--- config.mk ---
export PLATFORM = sky130hd
export DESIGN_NAME = clkrst_sequencer
export DESIGN_NICKNAME = d
export VERILOG_FILES = /design/src/rtl/clkrst_sequencer.sv
export SDC_FILE = /design/constraint.sdc
export NUM_CORES = 1
export LEC_CHECK = 0
export CAP_MARGIN = 30
export CORE_UTILIZATION = 59
export CTS_CLUSTER_DIAMETER = 50
export CTS_CLUSTER_SIZE = 12
export DETAILED_ROUTE_END_ITERATION = 12
export PLACE_DENSITY = 0.88
export SYNTH_ARGS = -nofsm -noshare
export SYNTH_HDL_FRONTEND = slang
export SYNTH_SLANG_ARGS = --single-unit
--- constraint.sdc ---
create_clock -name clk -period 3.42 [get_ports clk]
set_clock_uncertainty 0.05 [all_clocks]
set_input_delay 0.684 -clock clk [delete_from_list [all_inputs] [get_ports clk]]
set_output_delay 0.684 -clock clk [all_outputs]
set_load 0.01 [all_outputs]
--- src/rtl/clkrst_sequencer.sv ---
// clkrst_sequencer: PLL reset, lock qualification and ordered pherp/main reset release with key-triggered re-sequencing
module clkrst_sequencer #(
  parameter int PLL_RST_CYC      = 64,
  parameter int LOCK_TIMEOUT_CYC = 65535,
  parameter int LOCK_STABLE_CYC  = 1024,
  parameter int STAGE_GAP_CYC    = 16,
  parameter int KEY_DEB_CYC      = 27000,
  parameter int CNT_W            = 16
) (
  input  logic       clk,
  input  logic       rstn,
  input  logic       pll_lock_i,
  input  logic       key_i,
  output logic       pll_rst_o,
  output logic       pherp_rst_o,
  output logic       main_rst_o,
  output logic       ready_o,
  output logic [2:0] state_o,
  output logic [3:0] retry_cnt_o
);
  localparam logic [2:0] PLL_RST     = 3'd0;
  localparam logic [2:0] WAIT_LOCK   = 3'd1;
  localparam logic [2:0] LOCK_STABLE = 3'd2;
  localparam logic [2:0] REL_PHERP   = 3'd3;
  localparam logic [2:0] RUN         = 3'd4;
  localparam logic [CNT_W-1:0] PLL_LAST    = CNT_W'(PLL_RST_CYC - 1);
  localparam logic [CNT_W-1:0] TIMEOUT_LAST = CNT_W'(LOCK_TIMEOUT_CYC - 1);
  localparam logic [CNT_W-1:0] STABLE_LAST = CNT_W'(LOCK_STABLE_CYC - 1);
  localparam logic [CNT_W-1:0] GAP_LAST    = CNT_W'(STAGE_GAP_CYC - 1);
  localparam logic [CNT_W-1:0] DEB_LAST    = CNT_W'(KEY_DEB_CYC - 1);
  logic [1:0]       lock_sync, key_sync;
  logic             lock_s, key_s, key_acc, deb_done, press, retry_inc, enter;
  logic [CNT_W-1:0] timer, deb_cnt;
  logic [2:0]       state, nxt;
  assign lock_s   = lock_sync[1];
  assign key_s    = key_sync[1];
  assign deb_done = (key_s != key_acc) && (deb_cnt == DEB_LAST);
  assign press    = deb_done && key_s;
  assign enter    = press || (nxt != state);
  assign state_o  = state;
  always_comb begin
    nxt       = PLL_RST;
    retry_inc = 1'b0;
    if (!press)
      case (state)
        PLL_RST:     nxt = (timer == PLL_LAST) ? WAIT_LOCK : PLL_RST;
        WAIT_LOCK: begin
          retry_inc = timer == TIMEOUT_LAST;
          nxt       = retry_inc ? PLL_RST : lock_s ? LOCK_STABLE : WAIT_LOCK;
        end
        LOCK_STABLE: nxt = !lock_s ? WAIT_LOCK : (timer == STABLE_LAST) ? REL_PHERP : LOCK_STABLE;
        REL_PHERP: begin
          retry_inc = !lock_s;
          nxt       = !lock_s ? WAIT_LOCK : (timer == GAP_LAST) ? RUN : REL_PHERP;
        end
        RUN: begin
          retry_inc = !lock_s;
          nxt       = lock_s ? RUN : WAIT_LOCK;
        end
        default:     nxt = PLL_RST;
      endcase
  end
  always_ff @(posedge clk or negedge rstn)
    if (!rstn) begin
      lock_sync <= '0;
      key_sync  <= '0;
      key_acc   <= 1'b0;
      deb_cnt   <= '0;
    end else begin
      lock_sync <= {lock_sync[0], pll_lock_i};
      key_sync  <= {key_sync[0], key_i};
      deb_cnt   <= (key_s == key_acc || deb_done) ? '0 : deb_cnt + CNT_W'(1);
      key_acc   <= deb_done ? key_s : key_acc;
    end
  always_ff @(posedge clk or negedge rstn)
    if (!rstn) begin
      state       <= PLL_RST;
      timer       <= '0;
      retry_cnt_o <= '0;
      pll_rst_o   <= 1'b1;
      pherp_rst_o <= 1'b1;
      main_rst_o  <= 1'b1;
      ready_o     <= 1'b0;
    end else begin
      state       <= nxt;
      timer       <= enter ? '0 : timer + CNT_W'(1);
      retry_cnt_o <= (retry_inc && retry_cnt_o != 4'hf) ? retry_cnt_o + 4'd1 : retry_cnt_o;
      pll_rst_o   <= nxt == PLL_RST;
      pherp_rst_o <= nxt != REL_PHERP && nxt != RUN;
      main_rst_o  <= nxt != RUN;
      ready_o     <= nxt == RUN;
    end
endmodule
# ---- Word-level counts from Yosys, hierarchy flattened
# Index checks and enable logic that the tools add are counted.
dict set report totals {
  regBits 48
  elab_cells 54
  output_inout_bits 11
  inputBits 4
}
dict set report classes {
  n_reduce_logical 10
  n_eq_ne 16
  n_mux 14
  add_sub_neg 3
}
# operator n
set ops {}
lappend ops {{adder 16 x 1 -> 16 bit (second input constant)} 2}
lappend ops {{2-to-1 mux 16 bit} 2}
lappend ops {{== test 16 x 10 -> 1 bit (second input constant)} 1}
lappend ops {{== test 16 x 15 -> 1 bit (second input constant)} 1}
lappend ops {{== test 16 bit (second input constant)} 1}
lappend ops {{== test 16 x 4 -> 1 bit (second input constant)} 1}
lappend ops {{== test 16 x 6 -> 1 bit (second input constant)} 1}
lappend ops {{case mux 3 bit (5 select lines)} 1}
lappend ops {{2-to-1 mux 3 bit} 4}
lappend ops {{== test 3 x 2 -> 1 bit (second input constant)} 2}
lappend ops {{== test 3 bit (second input constant)} 2}
lappend ops {{zero test 3 bit} 2}
lappend ops {{2-to-1 mux 2 bit} 3}
lappend ops {{adder 4 x 1 -> 4 bit (second input constant)} 1}
lappend ops {{logical AND 1 bit} 4}
lappend ops {{!= test 4 bit (second input constant)} 1}
lappend ops {{== test 3 x 1 -> 1 bit (second input constant)} 1}
lappend ops {{2-to-1 mux 1 bit} 3}
lappend ops {{!= test 3 x 2 -> 1 bit (second input constant)} 1}
lappend ops {{!= test 3 bit} 1}
lappend ops {{!= test 3 bit (second input constant)} 1}
lappend ops {{logical OR 1 bit} 2}
lappend ops {{case mux 1 bit (2 select lines)} 1}
lappend ops {{OR reduction 2 bit} 1}
lappend ops {{other kinds (3)} 3}

# ---- Logic depth before layout (Yosys ltp)
# Gate-level depths: netlist of run 1.
dict set report depth {
  ltp_word 8
  ltp_mapped 9
  mapped_depth_nobuf 7
}

# ---- Worst setup path after synthesis of run 1
# OpenSTA, ideal clock, no wires.
dict set report synth_timing {
  kind {register -> register}
  from {register deb_cnt[10]}
  to {register timer[8]}
  setup_time_ns 0.127
  stages_incl_launch_ff 7
  t_required_ns 3.243
  t_arrival_ns 2.227
  n_path_buf 1
  period_less_slack_ns 2.404
  setup_slack_ns 1.016
  path_cell_list {dfrtp_1 or4b_1 or4_4 o221a_4 nor4_4 buf_6 a211oi_2}
}
dict set report synth_via {
  elab_chain_len 7
}
# element line_no
set synth_rtl {}
lappend synth_rtl {{from (decl)} 33} ;# logic [CNT_W-1:0] timer, deb_cnt;
lappend synth_rtl {{from (signal assigned)} 72} ;# deb_cnt <= (key_s == key_acc || deb_done) ? '0 : deb_cnt + CNT_W'(1);
lappend synth_rtl {{== test 16 x 15 -> 1 bit *} 37} ;# assign deb_done = (key_s != key_acc) && (deb_cnt == DEB_LAST);
lappend synth_rtl {{logical AND 1 bit *} 37}
lappend synth_rtl {{logical AND 1 bit *} 38} ;# assign press = deb_done && key_s;
lappend synth_rtl {{2-to-1 mux 3 bit} 44} ;# if (!press)
lappend synth_rtl {{!= test 3 bit} 39} ;# assign enter = press || (nxt != state);
lappend synth_rtl {{logical OR 1 bit *} 39}
lappend synth_rtl {{2-to-1 mux 16 bit *} 86} ;# timer <= enter ? '0 : timer + CNT_W'(1);
lappend synth_rtl {{to (signal assigned)} 86}
lappend synth_rtl {{to (decl)} 33}
# Every way passes the cells marked *; elsewhere a longest branch is shown, timed or not.
# A chain may end at the register's enable or synchronous reset.

# ---- Worst setup path in the final report of run 1
dict set report layout_timing {
  from {register deb_cnt[10]}
  to {register timer[15]}
}
# Same word-level chain as after synthesis.

==> results of run 1 <==
==> per-stage QoR <==
step	area [um^2]	total power [W]
after floorplan	2535	0.0005960
final	2815	0.0009579
after global placement	2699	0.0006114
after CTS	2815	0.0009716
after detailed placement	2719	0.0006150
after global routing	2815	0.0009931
==> per-layer routing <==
metal | vias to the layer above | GRT usage | share of wire
met5 | - | 0 | 0
met4 | 0 | 0.08511 | 0.015
met3 | 8 | 0.05912 | 0.045
met2 | 49 | 0.4084 | 0.49
met1 | 919 | 0.3029 | 0.45
li1 | 904 | - | -
==> report_power, final <==
group,switching (W),internal [W],total (W)
registers,0.00000412,0.000572,0.000576
clock network,0.000189,0.000165,0.000355
logic,0.0000181,0.00000870,0.0000268
==> sequential cells by signal, indices dropped and copies added, names as in the netlist <==
register / flops
deb_cnt: 16
timer: 16
retry_cnt_o: 4
state_o: 3
key_sync: 2
lock_sync: 2
key_acc: 1
main_rst_o: 1
pherp_rst_o: 1
pll_rst_o: 1
ready_o: 1
==> cell families (layout without fill, tap and decap cells) <==
family	after synthesis	in the layout	share of synthesized area
xor gates and xnor gates	28	28	0.09674
muxes	2	2	0.008884
buffers and inverters	16	34	0.03406
DFF	48	48	0.4753
adders and majority gates	4	4	0.01974
AOI/OAI and AO/OA	40	40	0.1323
and+or+nand+nor	102	102	0.2330
==> how the worst max path moves through the flow <==
stage	end	cells past startpoint	slack (ns)
finish	timer[15]	6	0.69
global route	timer[15]	6	0.57
CTS	timer[4]	6	0.69
detailed placement	timer[15]	6	0.74
global placement	timer[4]	6	0.80
floorplan	timer[8]	6	1.02
==> layout make-up <==
type,count,area share
flip-flops and latches,48,0.4280
repair buffers,18,0.06311
clock inverters,2,0.004889
inverters,8,0.01067
well taps,50,0.02222
multi-input cells,176,0.4418
clock buffers,6,0.02933
==> cell usage in the layout, fill, tap and decap left out, drive strengths merged, types with 3 or more instances in the layout <==
cell / count
clkbuf: 6
a21oi: 8
buf: 5
nand2: 15
ha: 4
nor4: 6
dfrtp: 45
and3: 4
dfstp: 3
inv: 9
a211oi: 15
and4: 4
and2: 3
xnor2: 9
nand3: 12
nand2b: 5
nor2: 22
nor3: 6
xor2: 19
o21ai: 4
or3: 3
clkdlybuf4s50: 13
nand4: 8
==> worst max-delay path: cells and delay by family, from the launching register on <==
kind	cells	cell delay, ns
flip-flops	1	0.45
AO/OA/AOI/OAI	1	0.09
AND/OR/NAND/NOR	4	1.75
buffers and inverters	1	0.26
==> impl_metrics.ini, run 1 <==
[synthesis]
syn-cell-area_um2 = 2535
synthTopCellsByArea = dfrtp_1 44%, xor2_1 6.6%, a211oi_2 4.9%, dfstp_2 3.1%, nor2_1 3.1%
ys_seq_elements = 48
async_flop_share = 1.000
ys_warn_count = 0
synth_most_common_cell = dfrtp_1
synth.top_cell.area_share = 0.4442
synth_edf_count = 0
synth_fp_nets = 248
synth_area_leader_cell = dfrtp_1
synth_top_flop_cell = dfrtp_1
ys_types = 49
yosys-top-cells-count = 45 x dfrtp_1, 21 x nor2_1, 19 x xor2_1, 15 x nand2_1, 12 x nand3_1
postSynthAreaPerCell_um2 = 10.56
synth_cells = 240
ys_seq_area_frac = 0.4753

[critical_path]
cp-start-kind = register
cp_max_fo = 9
worstPathCellList = or4b_1 > or4_4 > nor2_2 > or4_1 > buf_4 > a211oi_1
end_kind = register
r2r_end = timer[15]
rrSetupSlack_ns = 0.69
crit_type = reg2reg
r2r_cells = 6
cpMaxStageDelayCell = or4b_1
startpoint = deb_cnt[10]
reg2reg_from = deb_cnt[10]
required_ns = 3.55
slowest_delay_ns = 0.54
cp.arrival_ns = 2.86

[sta]
fmax_mhz = 365.9
fin_hold_ws_ns = 0.2776
rsz0062_at_grt = false
slew_headroom = 0.5977
fin_crit_ns = 2.733
report.final.slew_viol_count = 0
finalHoldViolations = 0
setup_tns_ns = 0
period_share = 0.7990
worst_pin_slew_ns = 0.5989
postLayoutSetupSlackWorst_ns = 0.6873
setup_violations = 0

[pwr]
leakagePower_nw = 1.211
ir_worst_vdd_mv = 0.2245
power_density_nw_per_um2 = 340.3

[die]
initial_core_util = 0.6247
fp.dieArea_um2 = 4562
die_w_um = 67.55
die-height_um = 67.55
row_count = 23
io_pins = 15
core_area_um2 = 4058

[place]
hpwl_um = 3382
dpl_worst_slack_ns = 0.7358
gp_congestion = 0.8571
dp.cells = 300
port_buffers = 14

[finish]
multi_input_area_um2 = 1244
post-route-util = 0.6938
fill_cells = 281
final_nets = 265
regArea_um2 = 1205
antennaDiodeCount = 0
drive_above_1_share = 0.1318
instances_no_fill = 308
area_growth_pct = 11.06

[clock_network]
cts_resized = 0
cts.sinks = 48
cts_tree = yes
cts_made_buffers = 5
clock_latency_ns = 0.30
holdBufCountCts = 0
post-cts-setup-buffer-count = 0
clkTransAtPathRegs_ns = 0.09
cts_max_level = 2
cts_root_buffer = clkbuf_8
clk_path_buf_depth = 2

[global_routing]
grt_pass1_wl_um = 8086
antenna_found_initial = 0
grt_max_degree = 28
track_usage = 0.2431
grt_overflow_total = 0
grt_pass1_vias = 1775

[route]
dr.first_iter.drc_count = 112
via_per_inst = 6.104
drc = 0
wl_per_cell_um = 15.89
first_pass_iters = 4
drt-total-wl_um = 4894
final_antenna_net_count = 0
vias = 1880

[status]
outcome = finished clean

[min_path]
min_path_type = in2async

[job]
maxCapViolCount = 0
Power figures use the tool's default switching activity.
==> run 2: changes to the inputs <==
clock period = 2.8 ns   (was 3.42 ns; I/O delays follow)
==> run 2 against run 1 <==
  * Wire length up 2.2%
  * Critical endpoint is now timer[1]
  * Clock power grew 65%
  * Die area unchanged
  * Global-route usage increased by 0.28 points
  * Final cell count up 0.65%
==> impl_metrics.ini, run 2 (same netlist as run 1, synthesis figures left out) <==
[status]
outcome = finished clean

[finish]
antennaDiodeCount = 0
drive_above_1_share = 0.1346
area_growth_pct = 12.59
fill_cells = 282
regArea_um2 = 1205
final_nets = 267
instances_no_fill = 310
reg.largest.list = deb_cnt (16), timer (16), retry_cnt_o (4)
multi_input_area_um2 = 1244
postLayoutCellArea_um2 = 2854
layout_common_cells = 45 x dfrtp_1, 21 x nor2_1, 19 x xor2_1
final_common_cell = dfrtp_1

[global_routing]
track_usage = 0.2459
grt_pass1_vias = 1804
antenna_found_initial = 0
grt_pass1_wl_um = 8155
grt_max_degree = 49
grt_overflow_total = 0

[die]
initial_core_util = 0.6247
io_pins = 15
die-height_um = 67.55
core_area_um2 = 4058
row_count = 23
fp.dieArea_um2 = 4562
die_w_um = 67.55

[critical_path]
slowest_delay_ns = 0.54
crit_type = reg2reg
required_ns = 2.94
cp-start-kind = register
r2r_cells = 6
worstPathCellList = or4b_1 > or4_4 > nor2_2 > or4_1 > buf_4 > o22ai_1
end_kind = register
cp_max_fo = 16
startpoint = deb_cnt[10]
reg2reg_from = deb_cnt[10]
rrSetupSlack_ns = 0.28
cp.arrival_ns = 2.66
cpMaxStageDelayCell = or4b_1
r2r_end = timer[1]

[route]
final_antenna_net_count = 0
drt-total-wl_um = 5003
drc = 0
first_pass_iters = 4
via_per_inst = 6.129
dr.first_iter.drc_count = 109
wl_per_cell_um = 16.14
vias = 1900

[sta]
slew_headroom = 0.5905
setup_violations = 0
period_share = 0.9010
finalHoldViolations = 0
rsz0062_at_grt = false
report.final.slew_viol_count = 0
fmax_mhz = 396.4
setup_tns_ns = 0
fin_hold_ws_ns = 0.2743
postLayoutSetupSlackWorst_ns = 0.2771
fin_crit_ns = 2.523
worst_pin_slew_ns = 0.6096

[clock_network]
post-cts-setup-buffer-count = 0
clkTransAtPathRegs_ns = 0.09
cts.sinks = 48
clock_latency_ns = 0.31
cts_resized = 0
cts_max_level = 2
cts_tree = yes
holdBufCountCts = 0
cts_root_buffer = clkbuf_8
cts_made_buffers = 5
clk_path_buf_depth = 2

[place]
gp_congestion = 0.7813
dpl_worst_slack_ns = 0.3198
port_buffers = 14
hpwl_um = 3460
dp.cells = 302
place_area_um2 = 2721

[min_path]
min_path_type = in2async

[pwr]
power_density_nw_per_um2 = 462.4
ir_worst_vdd_mv = 0.3218
leakagePower_nw = 1.231

[job]
maxCapViolCount = 0
## run 2: changes by cell type in the layout (fill, tap and decap cells not counted)
cell | before | now
buf_12 | 1 | 0
buf_4 | 3 | 6
bufinv_16 | 0 | 2
clkbuf_1 | 0 | 1
clkbuf_8 | 6 | 5
clkinv_2 | 1 | 0
inv_6 | 1 | 0
## run 2: routing by layer
metal	vias up	global-route usage	routed length (um)
met5	-	0	0
met4	0	0.1090	94
met3	8	0.06419	214
met2	47	0.4084	2529
met1	932	0.2981	2165
li1	913	-	-
## run 2: worst max-delay path by stage
stage	endpoint	depth (start not counted)	slack, ns
floorplan	timer[8]	6	0.40
global placement	timer[3]	6	0.39
detailed placement	timer[3]	6	0.32
CTS	timer[3]	6	0.29
global route	timer[3]	8	0.14
finish	timer[1]	6	0.28
## run 2: per-stage QoR
step                      total power, W    util
after floorplan                0.0007280       -
after global placement         0.0007482  0.6707
after detailed placement       0.0007496  0.6707
after CTS                       0.001328  0.7034
after global routing            0.001360  0.7034
final                           0.001320  0.7034
## run 2: area by class of cell
type	instances	area share
well taps	50	0.02192
flip-flops and latches	48	0.4222
repair buffers	20	0.06313
clock buffers	6	0.02543
clock inverters	2	0.02104
inverters	8	0.01052
multi-input cells	176	0.4358
## run 2: power by group
group          internal, W  switching (W)
combinational   0.00000857      0.0000216
sequential        0.000699     0.00000533
clock             0.000357       0.000228
## run 2: worst max-delay path, delay by kind of cell (launching register included)
kind | cells | cell delay, ns
simple gates | 4 | 1.53
flops | 1 | 0.43
compound gates | 1 | 0.13
buf+inv | 1 | 0.25
